==> src/rtl/code_tx.sv <==
// Serial code transmitter: shifts a captured code field out MSB-first on a/a_valid.
// Optional macro CODE_TX_REPEAT_EN adds the rpt port and inter-copy GAP state.
module code_tx #(
  parameter int CODE_W = 8,
  parameter int LEN_W  = 4
) (
  input  logic              clk,
  input  logic              reset_n,
  input  logic              start,
  input  logic [CODE_W-1:0] code,
  input  logic [LEN_W-1:0]  len,
  input  logic              abort,
`ifdef CODE_TX_REPEAT_EN
  input  logic [3:0]        rpt,
`endif
  output logic              a,
  output logic              a_valid,
  output logic              busy,
  output logic              done
);

  typedef enum logic [1:0] {
    S_IDLE = 2'd0,
    S_SEND = 2'd1,
    S_DONE = 2'd2
`ifdef CODE_TX_REPEAT_EN
    ,
    S_GAP  = 2'd3
`endif
  } state_t;

  localparam logic [LEN_W-1:0] L_CODE_W = LEN_W'(CODE_W);
  localparam logic [LEN_W-1:0] L_ONE    = LEN_W'(1);

  state_t              r_state, w_state_next;
  logic [CODE_W-1:0]   r_code, w_code_next;
  logic [LEN_W-1:0]    r_cnt, w_cnt_next;
  logic                r_a, w_a_next;
  logic                r_a_valid, w_a_valid_next;
  logic                r_busy, w_busy_next;
  logic                r_done, w_done_next;
`ifdef CODE_TX_REPEAT_EN
  logic [LEN_W-1:0]    r_len, w_len_next;
  logic [3:0]          r_rpt, w_rpt_next;
`endif

  logic [LEN_W-1:0]    w_len_clamped;
  logic [CODE_W-1:0]   w_shifted;
  logic                w_bit;

  assign w_len_clamped = (len > L_CODE_W) ? L_CODE_W : len;
  assign w_shifted     = r_code >> r_cnt;
  assign w_bit         = w_shifted[0];

  // Outputs are registered from the current state, so they trail the state by one cycle.
  always_comb begin
    w_state_next   = r_state;
    w_code_next    = r_code;
    w_cnt_next     = r_cnt;
    w_a_next       = 1'b0;
    w_a_valid_next = 1'b0;
    w_busy_next    = 1'b0;
    w_done_next    = 1'b0;
`ifdef CODE_TX_REPEAT_EN
    w_len_next     = r_len;
    w_rpt_next     = r_rpt;
`endif
    case (r_state)
      S_IDLE: begin
        if (start) begin
          w_code_next = code;
`ifdef CODE_TX_REPEAT_EN
          w_len_next  = w_len_clamped;
          w_rpt_next  = rpt;
`endif
          if (w_len_clamped == '0) begin
            w_state_next = S_DONE;
          end else begin
            w_state_next = S_SEND;
            w_cnt_next   = w_len_clamped - L_ONE;
          end
        end
      end
      S_SEND: begin
        if (abort) begin
          w_state_next = S_IDLE;
          w_cnt_next   = '0;
        end else begin
          w_a_next       = w_bit;
          w_a_valid_next = 1'b1;
          w_busy_next    = 1'b1;
          if (r_cnt == '0) begin
`ifdef CODE_TX_REPEAT_EN
            if (r_rpt != 4'd0) begin
              w_state_next = S_GAP;
              w_rpt_next   = r_rpt - 4'd1;
              w_cnt_next   = r_len - L_ONE;
            end else begin
              w_state_next = S_DONE;
            end
`else
            w_state_next = S_DONE;
`endif
          end else begin
            w_cnt_next = r_cnt - L_ONE;
          end
        end
      end
`ifdef CODE_TX_REPEAT_EN
      S_GAP: begin
        if (abort) begin
          w_state_next = S_IDLE;
          w_cnt_next   = '0;
        end else begin
          w_busy_next  = 1'b1;
          w_state_next = S_SEND;
        end
      end
`endif
      S_DONE: begin
        w_done_next  = 1'b1;
        w_state_next = S_IDLE;
      end
      default: begin
        w_state_next = S_IDLE;
      end
    endcase
  end

  always_ff @(posedge clk or negedge reset_n) begin
    if (!reset_n) begin
      r_state   <= S_IDLE;
      r_code    <= '0;
      r_cnt     <= '0;
      r_a       <= 1'b0;
      r_a_valid <= 1'b0;
      r_busy    <= 1'b0;
      r_done    <= 1'b0;
`ifdef CODE_TX_REPEAT_EN
      r_len     <= '0;
      r_rpt     <= '0;
`endif
    end else begin
      r_state   <= w_state_next;
      r_code    <= w_code_next;
      r_cnt     <= w_cnt_next;
      r_a       <= w_a_next;
      r_a_valid <= w_a_valid_next;
      r_busy    <= w_busy_next;
      r_done    <= w_done_next;
`ifdef CODE_TX_REPEAT_EN
      r_len     <= w_len_next;
      r_rpt     <= w_rpt_next;
`endif
    end
  end

  assign a       = r_a;
  assign a_valid = r_a_valid;
  assign busy    = r_busy;
  assign done    = r_done;

endmodule

==> config.mk <==
export PLATFORM = sky130hd
export DESIGN_NAME = code_tx
export DESIGN_NICKNAME = d
export VERILOG_FILES = /design/src/rtl/code_tx.sv
export SDC_FILE = /design/constraint.sdc
export NUM_CORES = 1
export LEC_CHECK = 0
export ABC_AREA = 1
export CORE_MARGIN = 4
export CORE_UTILIZATION = 49
export CTS_CLUSTER_SIZE = 20
export DETAILED_ROUTE_END_ITERATION = 8
export GPL_TIMING_DRIVEN = 0
export PLACE_DENSITY = 0.78
export RECOVER_POWER = 100
export SLEW_MARGIN = 0
export SYNTH_ARGS = -nofsm -noshare
export SYNTH_HDL_FRONTEND = slang
export SYNTH_SLANG_ARGS = --single-unit
==> constraint.sdc <==
create_clock -name clk -period 2.1 [get_ports clk]
set_clock_uncertainty 0.2 [all_clocks]
set_input_delay 0.42 -clock clk [delete_from_list [all_inputs] [get_ports clk]]
set_output_delay 0.42 -clock clk [all_outputs]
set_load 0.01 [all_outputs]
==> After elaboration in Yosys (flattened, before gate mapping) <==
Index checks and enable logic that the tools add are counted.
{ "classes": {"n_addsub": 2, "n_mul": 0, "div_mod_pow": 0, "n_lt_le_gt_ge": 1, "eq_ne": 6, "shifts": 1, "n_mux": 16, "bitwise": 0, "reduce_logical": 7} }
{ "op_table": {"columns": ["op", "n"], "rows": [
  ["4-bit 2-to-1 mux", 5],
  ["4-bit logical NOT", 2],
  ["2-bit 2-to-1 mux", 4],
  ["4-bit one-hot mux with 2 select lines", 1],
  ["8-bit by 4-bit right shift with 1-bit output", 1],
  ["4-bit by 1-bit subtractor with 4-bit output, second input constant", 2],
  ["3-bit != test, second input constant", 2],
  ["1-bit 2-to-1 mux", 5],
  ["4-bit > comparator, second input constant", 1],
  ["2-bit != test, second input constant", 2],
  ["2-bit one-hot mux with 2 select lines", 1],
  ["2-bit AND reduction", 2],
  ["4-bit AND reduction", 1],
  ["2-bit by 1-bit == test with 1-bit output, second input constant", 1],
  ["2-bit == test, second input constant", 1],
  ["2-bit logical NOT", 1],
  ["2-bit nonzero test", 1]
]} }
{ "totals": {"regBits": 17, "latch_bits": 0, "ram_bits": 0, "romBits": 0, "inputBits": 16, "output_inout_bits": 4, "word_cells": 39, "memories": 0} }

==> Logic depth before layout (Yosys ltp) <==
Gate-level depths: netlist of the first run.
{ "depth": {"ltp_word": 6, "mapped_depth": 9, "ltp_nobuf": 9} }

==> Worst setup path after synthesis of the first run <==
OpenSTA, ideal clock, no wires.
{ "synth_path": {"path_type": "in2reg", "startpoint": "input port len[2]", "endpoint": "register r_cnt[0]", "setup_time_ns": 0.065, "arrival_ns": 1.271, "t_required_ns": 1.835, "slack_ns": 0.564, "path_stages": 8, "n_path_buf": 0, "path_cell_list": "nor3_1 -> o21ai_0 -> ha_1 -> nand3_1 -> nand2_1 -> nor2_2 -> nand2_1 -> nand2_1"} }
{ "synth_via": {"elab_chain_cells": 6, "word_cells_on_any_way": 9, "cone_classes": "add/sub (1); order compare (1); eq/ne (1); mux (4); reduce/logical (2)"} }
{ "synth_lines": {"columns": ["item", "line", "source"], "rows": [
  ["start: declaration", "11", "input logic [LEN_W-1:0] len,"],
  ["4-bit > comparator", "51", "assign w_len_clamped = (len > L_CODE_W) ? L_CODE_W : len;"],
  ["4-bit 2-to-1 mux *", "51", null],
  ["4-bit by 1-bit subtractor with 4-bit output", "80", "w_cnt_next = w_len_clamped - L_ONE;"],
  ["4-bit 2-to-1 mux", "76", "if (w_len_clamped == '0) begin"],
  ["4-bit 2-to-1 mux", "70", "if (start) begin"],
  ["4-bit one-hot mux with 2 select lines", "68", "case (r_state)"],
  ["end signal: assignment", "146", "r_cnt <= w_cnt_next;"],
  ["end: declaration", "37", "logic [LEN_W-1:0] r_cnt, w_cnt_next;"]
]} }
Every way passes the cells marked *; elsewhere a longest branch is shown, timed or not. The select of a mux whose other input is x is not followed.
A chain may end at the register's enable or synchronous reset.

==> Worst setup path after layout of the first run <==
{ "layout_path": {"startpoint": "register r_busy (netlist: busy)", "endpoint": "output port busy"} }
{ "layout_rtl": {"columns": ["item", "line", "source"], "rows": [
  ["start: declaration", "40", "logic r_busy, w_busy_next;"],
  ["start signal: assignment", "149", "r_busy <= w_busy_next;"],
  ["end: declaration", "18", "output logic busy,"]
]} }
No word-level cell between the ends.

==> results of run 1 <==
-- synthesized netlist by cell type (all sizes together) --
cell type,n
nand2,34
dfrtp,17
nor2,13
inv,12
nand3,10
mux2,8
o21ai,6
a21oi,3
ha,2
nor3,2
buf,1
o22ai,1
o31ai,1
xnor2,1
-- sequential cells by signal, indices dropped and copies added (netlist names) --
register / cells
r_cnt: 4
busy: 1
r_state: 2
done: 1
r_code: 8
a: 1
-- logic make-up (layout without fill, tap and decap cells) --
logic type	after synthesis	in the layout
multiplexers	8	8
adder cells (fa/ha/maj)	2	2
XOR/XNOR	1	1
AND/OR/NAND/NOR	59	59
flip-flops	17	17
AO/OA/AOI/OAI	11	11
buffers and inverters	13	36
-- worst max-delay path by stage --
stage,start,end,cells past startpoint
2_1_floorplan,len[2],r_cnt[0]$_DFFE_PN0P_,8
5_1_grt,busy$_DFF_PN0_,busy,2
4_1_cts,len[2],r_cnt[0]$_DFFE_PN0P_,8
3_3_place_gp,len[2],r_cnt[0]$_DFFE_PN0P_,8
6_report,busy$_DFF_PN0_,busy,2
3_5_place_dp,len[2],r_cnt[2]$_DFFE_PN0P_,8
-- layout by cell type (no fill, tap or decap) --
cell type,instances
mux2_2,8
nor3_1,2
clkbuf_4,3
dlygate4sd3_1,6
o31ai_1,1
o22ai_1,1
nor2_1,10
nor2_2,3
nand2_1,32
nand3_1,10
a21oi_1,3
inv_1,11
o21ai_0,6
buf_4,1
ha_1,2
clkdlybuf4s50_1,13
dfrtp_1,17
nand2_2,2
inv_2,1
clkbuf_1,1
xnor2_1,1
-- per-stage QoR --
step           setup slack (ns)  power, mW  utilization (%)  area, um^2  instances
6_report                0.09453      1.405            66.31        1157        159
4_1_cts                  0.2030      1.440            66.88        1167        159
3_5_place_dp           -0.09759      1.269            65.38        1141        155
2_1_floorplan            0.5641      1.074                -       919.6        111
3_3_place_gp           -0.05197      1.251            65.38        1141        155
5_1_grt                 0.04066      1.553            66.31        1157        159
-- metal layers --
layer  GRT usage [%]  wire [um]  vias up
met4           3.493          7        0
met2           25.32        790       18
met5               0          0        -
met3           5.831         79        2
li1                -          -      405
met1           19.08        824      346
-- report_power, final --
group,leakage (nW),total [mW],switching [mW],internal (mW)
Sequential,0.210,0.593,0.118,0.475
Combinational,0.348,0.643,0.339,0.304
Clock,0.0150,0.169,0.0954,0.0738
-- final cells by class --
class,count,area [um^2]
fill,155,588.1
tap,25,31.28
sequential,17,425.4
multi-input combinational,81,431.7
clock buffer,4,26.28
inverter,12,45.04
timing repair buffer,19,190.2
buffer,1,7.507
-- worst max-delay path, stage by stage, from the launching register on --
cell           delay, ns
dfrtp_1             0.39
buf_4               0.12
dlygate4sd3_1       0.59
==> reports/metrics.cfg, run 1 <==
[outcome]
status = completed

[floorplan]
die_h_um = 51.32
core_region_area_um2 = 1745
ios = 20
die_area_um2 = 2634
rows = 15
start_util_pct = 52.69
die_w_um = 51.32

[critical_path]
cp-end-kind = output pin
r2r_slack_ns = 0.41
cp_max_fo = 2
worstSetupPathType = reg -> out
r2r_end = r_cnt[0]$_DFFE_PN0P_
arrival_ns = 1.39
startpoint_type = flip-flop
r2r_cells = 8
worstPathRequired_ns = 1.48
r2r-start = r_cnt[0]$_DFFE_PN0P_

[synth]
synth.mux.area_fraction_pct = 9.796
synthesis.nets = 129
syn-instance-count = 111
synth_warnings = 0
yosysSeqAreaShare_pct = 46.26
synth_top_family_by_area = simple AND/OR/NAND/NOR gates
syn_avg_cell_area_um2 = 8.285
synthAdderAreaFrac_pct = 2.721
synth_area_leaders = dfrtp_1 (46%), nand2_1 (13%), mux2_2 (9.8%)
yosys.area_share.simple_pct = 28.16
ys_seq_elements = 17
synth_top_area_cell = dfrtp_1
synth_top_area_share_pct = 46.26
synth_xor_area_share_pct = 0.9524
synth_compound_area_share_pct = 6.395
ys_types = 18
syn-cell-area_um2 = 919.6

[global_routing]
grt_max_degree = 18
gr-total-overflow = 0
grt_pass1_vias = 745
grt_pass1_wl_mm = 3.049
grt_usage_pct = 15.38
antenna_found_initial = 0

[pwr]
vdd_drop_max_v = 0.0007242
p_leak_nw = 0.5729
power-per-cell-area_nw_per_um2 = 1214

[final_layout]
num_antenna_cells = 0
fin_nets = 153
layout-drive-gt1-share_pct = 13.43
area_growth_pct = 25.85

[sta]
finalSetupTns_ns = 0
final_max_slew_viol_count = 0
clock.fmax_mhz = 498.6
hold_viol_final = 0
hold_ws_ns = 0.3110
finalCritPeriodShare_pct = 95.50
slew-limit-headroom_pct = 50.84
worst_pin_slew_ns = 0.7349
fin_crit_ns = 2.005
setup_viol = 0
rsz0062_at_grt = false

[drt]
drt_iter0_drc = 6
ant_nets = 0
wl_mm = 1.701
vias = 771
route.detailed.drc = 0
routedWlPerCell_um = 10.70
drt-pass1-iter-count = 4
via_per_inst = 4.849

[clock_tree]
max-clock-path-buffers = 2
cts_inserted_buffers = 3
path_clk_slew_ns = 0.09
cts_tree = done
htreeDepth = 1
insertion_delay_ns = 0.28
post-cts-setup-buffers = 0
cts_hold_buf = 0
clock_sinks = 17
cts_resized = 0
clockRootBuffer = clkbuf_4

[hold_path]
whs_path_depth = 1
holdCritPathClass = reg -> reg
holdPathEnd = r_code[5]$_DFFE_PN0P_
hp-start = r_code[5]$_DFFE_PN0P_

[place]
portBuffers = 19
gp_congestion = 0.8349
dp_hpwl_mm = 1.395

[job]
drv_cap = 0

(Power assumes the default switching activity.)
==> inputs of run 2 (changes only) <==
--- a/config.mk
+++ b/config.mk
@@ -13,7 +13,6 @@
 export GPL_TIMING_DRIVEN = 0
 export PLACE_DENSITY = 0.78
 export RECOVER_POWER = 100
-export SLEW_MARGIN = 0
 export SYNTH_ARGS = -nofsm -noshare
 export SYNTH_HDL_FRONTEND = slang
 export SYNTH_SLANG_ARGS = --single-unit
==> results of run 2 <==
No change in the layout: final DEF, timing and power equal those of run 1.
==> inputs of run 3 (changes only) <==
--- a/config.mk
+++ b/config.mk
@@ -10,6 +10,7 @@
 export CORE_UTILIZATION = 49
 export CTS_CLUSTER_SIZE = 20
 export DETAILED_ROUTE_END_ITERATION = 8
+export GPL_ROUTABILITY_DRIVEN = 0
 export GPL_TIMING_DRIVEN = 0
 export PLACE_DENSITY = 0.78
 export RECOVER_POWER = 100
==> results of run 3 <==
No change in the layout: final DEF, timing and power equal those of run 1.
